**src/rtl/hazard_scoreboard.sv**
```systemverilog
// Pipeline hazard scoreboard: detects load-use, RAW, WAW and structural hazards,
// and tracks pending long-unit writes, long-unit occupancy and stalled cycles.
module hazard_scoreboard (
    input  logic        clk,
    input  logic        rst_n,
    input  logic [4:0]  IFIDRs,
    input  logic [4:0]  IFIDRt,
    input  logic        IDUsesRs,
    input  logic        IDUsesRt,
    input  logic        IDRegWrite,
    input  logic [4:0]  IDRd,
    input  logic        IDLong,
    input  logic        IDExMemRead,
    input  logic [4:0]  IDExRt,
    input  logic        LongDone,
    input  logic [4:0]  LongRd,
    input  logic        BranchTaken,
    output logic        stall,
    output logic        bubble,
    output logic        flush,
    output logic [31:0] pending,
    output logic        busy,
    output logic [15:0] stallCount
);

    logic        rsLive;
    logic        rtLive;
    logic        loadUse;
    logic        rawHazard;
    logic        wawHazard;
    logic        structHazard;
    logic        hz;
    logic        issue;
    logic [31:0] pendingNext;

    // Register 0 is hardwired, so it never participates in any hazard.
    assign rsLive = IDUsesRs && (IFIDRs != 5'd0);
    assign rtLive = IDUsesRt && (IFIDRt != 5'd0);

    assign loadUse = IDExMemRead && (IDExRt != 5'd0) &&
                     ((rsLive && (IFIDRs == IDExRt)) || (rtLive && (IFIDRt == IDExRt)));

    // Only the registered pending bits are consulted; no same-cycle bypass.
    assign rawHazard    = (rsLive && pending[IFIDRs]) || (rtLive && pending[IFIDRt]);
    assign wawHazard    = IDRegWrite && (IDRd != 5'd0) && pending[IDRd];
    assign structHazard = IDLong && busy;

    assign hz     = loadUse || rawHazard || wawHazard || structHazard;
    assign flush  = BranchTaken;
    assign stall  = hz && !BranchTaken;
    assign bubble = stall || BranchTaken;
    assign issue  = IDLong && IDRegWrite && !stall && !BranchTaken;

    // Clear first so a set of the same register by a new issue wins.
    always_comb begin
        pendingNext = pending;
        if (LongDone) begin
            pendingNext[LongRd] = 1'b0;
        end
        if (issue && (IDRd != 5'd0)) begin
            pendingNext[IDRd] = 1'b1;
        end
        pendingNext[0] = 1'b0;
    end

    always_ff @(posedge clk) begin
        if (!rst_n) begin
            pending    <= '0;
            busy       <= 1'b0;
            stallCount <= '0;
        end else begin
            pending <= pendingNext;
            if (issue) begin
                busy <= 1'b1;
            end else if (LongDone) begin
                busy <= 1'b0;
            end
            if (stall && (stallCount != '1)) begin
                stallCount <= stallCount + 16'd1;
            end
        end
    end

endmodule

```
**config.mk**
```make
export PLATFORM = sky130hd
export DESIGN_NAME = hazard_scoreboard
export DESIGN_NICKNAME = d
export VERILOG_FILES = /design/src/rtl/hazard_scoreboard.sv
export SDC_FILE = /design/constraint.sdc
export NUM_CORES = 1
export LEC_CHECK = 0
export BUFFER_PORTS_ARGS = -buffer_cell sky130_fd_sc_hd__buf_2
export CORE_AREA = 2 2 90 75
export DETAILED_ROUTE_END_ITERATION = 8
export DIE_AREA = 0 0 92 77
export GPL_ROUTABILITY_DRIVEN = 0
export PLACE_DENSITY = 0.88
export SYNTH_ARGS = -nofsm -noshare
export SYNTH_HDL_FRONTEND = slang
export SYNTH_SLANG_ARGS = --single-unit
export TNS_END_PERCENT = 50
```
**constraint.sdc**
```tcl
create_clock -name clk -period 4.4 [get_ports clk]
set_clock_uncertainty 0.1 [all_clocks]
set_input_delay 0.22 -clock clk [delete_from_list [all_inputs] [get_ports clk]]
set_output_delay 0.22 -clock clk [all_outputs]
set_load 0.1 [all_outputs]
```
==> impl_metrics.tcl <==
set metrics [dict create \
    drt_first_pass_iters 5 \
    io_buffers 84 \
    min_path_type "in -> reg" \
    max_stage_delay_ps 640 \
    p_per_area_mw_per_mm2 255 \
    rsz0062_at_grt "no" \
    r2r-end "pending[4]$_SDFF_PN0_" \
    status "completed" \
    clk-insertion-delay-late_ps 310 \
    dieWidth_um 92 \
    wl_met3_mm 1.06 \
    crit_chain "mux4_2 > mux4_2 > a2bb2oi_1 > a31o_1 > or3_1 > or2_1 > o41ai_1" \
    period_share_pct 77.6 \
    path_class "reg -> reg" \
    syn_to_final_growth_pct 14.5 \
    worst_slew_pin_slew_ps 1120 \
    hold_buffers 0 \
    avgSynthCellArea_um2 8.86 \
    reg2reg_depth 7 \
    r2r-start "pending[7]$_SDFF_PN0_" \
    design.die.area_mm2 0.00708 \
    setup_viol 0 \
    highest_layer "met4" \
    drive_gt1_share_pct 27.6 \
    cpLargestDelayFamily "simple AND/OR/NAND/NOR gates" \
    dr_wl_met2_mm 4.77 \
    synth_cell_types 58 \
    ant_nets 0 \
    end_kind "register" \
    synth_mux_area_share_pct 16.4 \
    fillers 528 \
    path_buf_inv 0 \
    period_needed_ps 3410 \
    grt_overflow 0 \
    synth_seq_area_share_pct 29.1 \
    grt_first_pass_wirelength_mm 16.4 \
    synthArstFlopShare_pct 0 \
    layout_common_cells "buf_2 (84), dfxtp_1 (48), nand2_1 (27), o211ai_1 (25), o31ai_1 (24)" \
    grt_pass1_vias 3182 \
    drv_slew 0 \
    synth_edf_count 0 \
    coreArea_mm2 0.00618 \
    seq_area_um2 961 \
    antenna_found_initial 0 \
    clockBufferDepth 2 \
    hold_viol 0 \
    vias_per_cell 6.76 \
    synth_top_area_cell "dfxtp_1" \
    maxSlewHeadroom_pct 25.3 \
    ctsResizeCount 0 \
    yosys.area_share.xor_xnor_pct 2.92 \
    nets 465 \
    clockRootBuffer "clkbuf_8" \
    multi_input_area_mm2 0.00215 \
    synthFlopType "dfxtp_1" \
    arrival_ps 3520 \
    tns_ps 0 \
    syn_area_mm2 0.00330 \
    cts_tree "done" \
    vias 3482 \
    maxCapViolCount 0 \
    synth_top_family_by_area "compound AO/OA/AOI/OAI gates" \
    cp_max_fo 32 \
    ys_ff_latch 48 \
    drt-wirelength-per-cell_um 19.9 \
    p_total_uw 965 \
    yosys-top-cells-area "dfxtp_1 (29%), mux4_2 (9.5%), o211ai_1 (5.7%), o31ai_1 (5.5%), mux2i_1 (5.1%)" \
    synth_top_cell_area_share_pct 29.1 \
    cts_setup_buffers 0 \
    finalWirelength_mm 10.2 \
    dp_cells 507 \
    regToRegSetupSlack_ps 990 \
    die_y_um 77 \
    finalNonFillerCells 515 \
    hpwlAfterDp_mm 7.40 \
    yosys.area_share.simple_pct 21.5 \
    synth_cells 373 \
    wirelength_met1_mm 4.18 \
    grt_max_degree 41 \
    worstHoldEndpoint "busy$_SDFFE_PN0P_" \
    min_from "LongDone" \
    antennaDiodeCount 0 \
    grt_usage_pct 28.9 \
    p_leak_nw 1.47 \
    start_util_pct 53.5 \
    htree_num_levels 2 \
    vdd_ir_drop_max_mv 0.128 \
    io_pins 86 \
    clk_pin_slew_ps 90 \
    synthesis.nets 408 \
    slowest_stage "or2_1" \
    max_clock_freq_mhz 293 \
    yosysWarnings 0 \
    cts_buffers 5 \
    drc 0 \
    critPathRequiredTime_ps 4500 \
    final_area_mm2 0.00378 \
    first_iter_violations 423 \
    synth_compound_area_share_pct 23.6 \
    hold_depth 3 \
    path_common_cell "mux4_2" \
    worstSetupStartpointType "register" \
    yosys.area_share.adder_pct 0.379 \
    whs_ps 119 \
    cts.sinks 48 \
    layout_commonest_cell "buf_2" \
    placed_cell_area_mm2 0.00366 \
    num_rows 26 \
]
## report_power, final
| part | switching (mW) | internal [mW] |
|---|---|---|
| Combinational | 0.125 | 0.0468 |
| Sequential | 0.00354 | 0.437 |
| Clock | 0.151 | 0.201 |
| Total | 0.280 | 0.684 |
## synthesized netlist by cell type, drive strengths merged, types with 4 or more instances
library cell,instances
dfxtp,48
nand2,27
o31ai,27
o211ai,25
clkbuf,23
nand3,23
mux2i,17
o21ai,16
a21oi,14
mux4,14
buf,12
nand2b,11
nor2,11
or3,10
nand3b,9
or4,8
xnor2,6
and3,5
inv,5
mux2,5
nor4,5
xor2,5
o22ai,4
## registers in the layout, indices dropped and copies added, names as in the netlist
register / count
pending: 31
busy: 1
stallCount: 16
## cell families (layout without fill, tap and decap cells)
family	after synthesis	count (layout)
AND/OR/NAND/NOR	127	127
AO/OA/AOI/OAI	109	109
flip-flops	48	48
buffers and inverters	40	98
multiplexers	36	36
XOR/XNOR	11	11
adder cells (fa/ha/maj)	1	1
other	1	1
## how the worst max path moves through the flow
stage	startpoint	endpoint	cells after the start
CTS	pending[7]$_SDFF_PN0_	pending[4]$_SDFF_PN0_	7
global route	pending[7]$_SDFF_PN0_	pending[4]$_SDFF_PN0_	7
floorplan	pending[15]$_SDFF_PN0_	pending[20]$_SDFF_PN0_	9
detailed placement	IDRd[1]	pending[4]$_SDFF_PN0_	9
global placement	IDRd[1]	pending[16]$_SDFF_PN0_	9
finish	pending[7]$_SDFF_PN0_	pending[4]$_SDFF_PN0_	7
## routing by layer
metal  GRT usage [%]  vias up
li1                -     1566
met1            41.6     1683
met2            44.3      208
met3            5.11       25
met4            9.25        0
met5               0        -
## layout make-up
class                           count  area share [%]
Clock inverter                      1           0.793
Clock buffer                        7            2.55
Inverter                            5           0.496
Tap cell                           84            2.78
Multi-Input combinational cell    285            56.7
Sequential cell                    48            25.4
Timing Repair Buffer               85            11.3
## worst reg2reg max path, delay by kind of cell (launching register included)
family	cells	cell delay, ps
compound gates	3	850
flops	1	400
mux	2	950
simple gates	2	1010
## stage by stage
step / util, % / worst slack (ps)
floorplan: - / 549
global placement: 59.2 / 970
detailed placement: 59.2 / 879
CTS: 61.2 / 1030
global route: 61.2 / 835
finish: 61.2 / 987
Power figures use the tool's default switching activity.
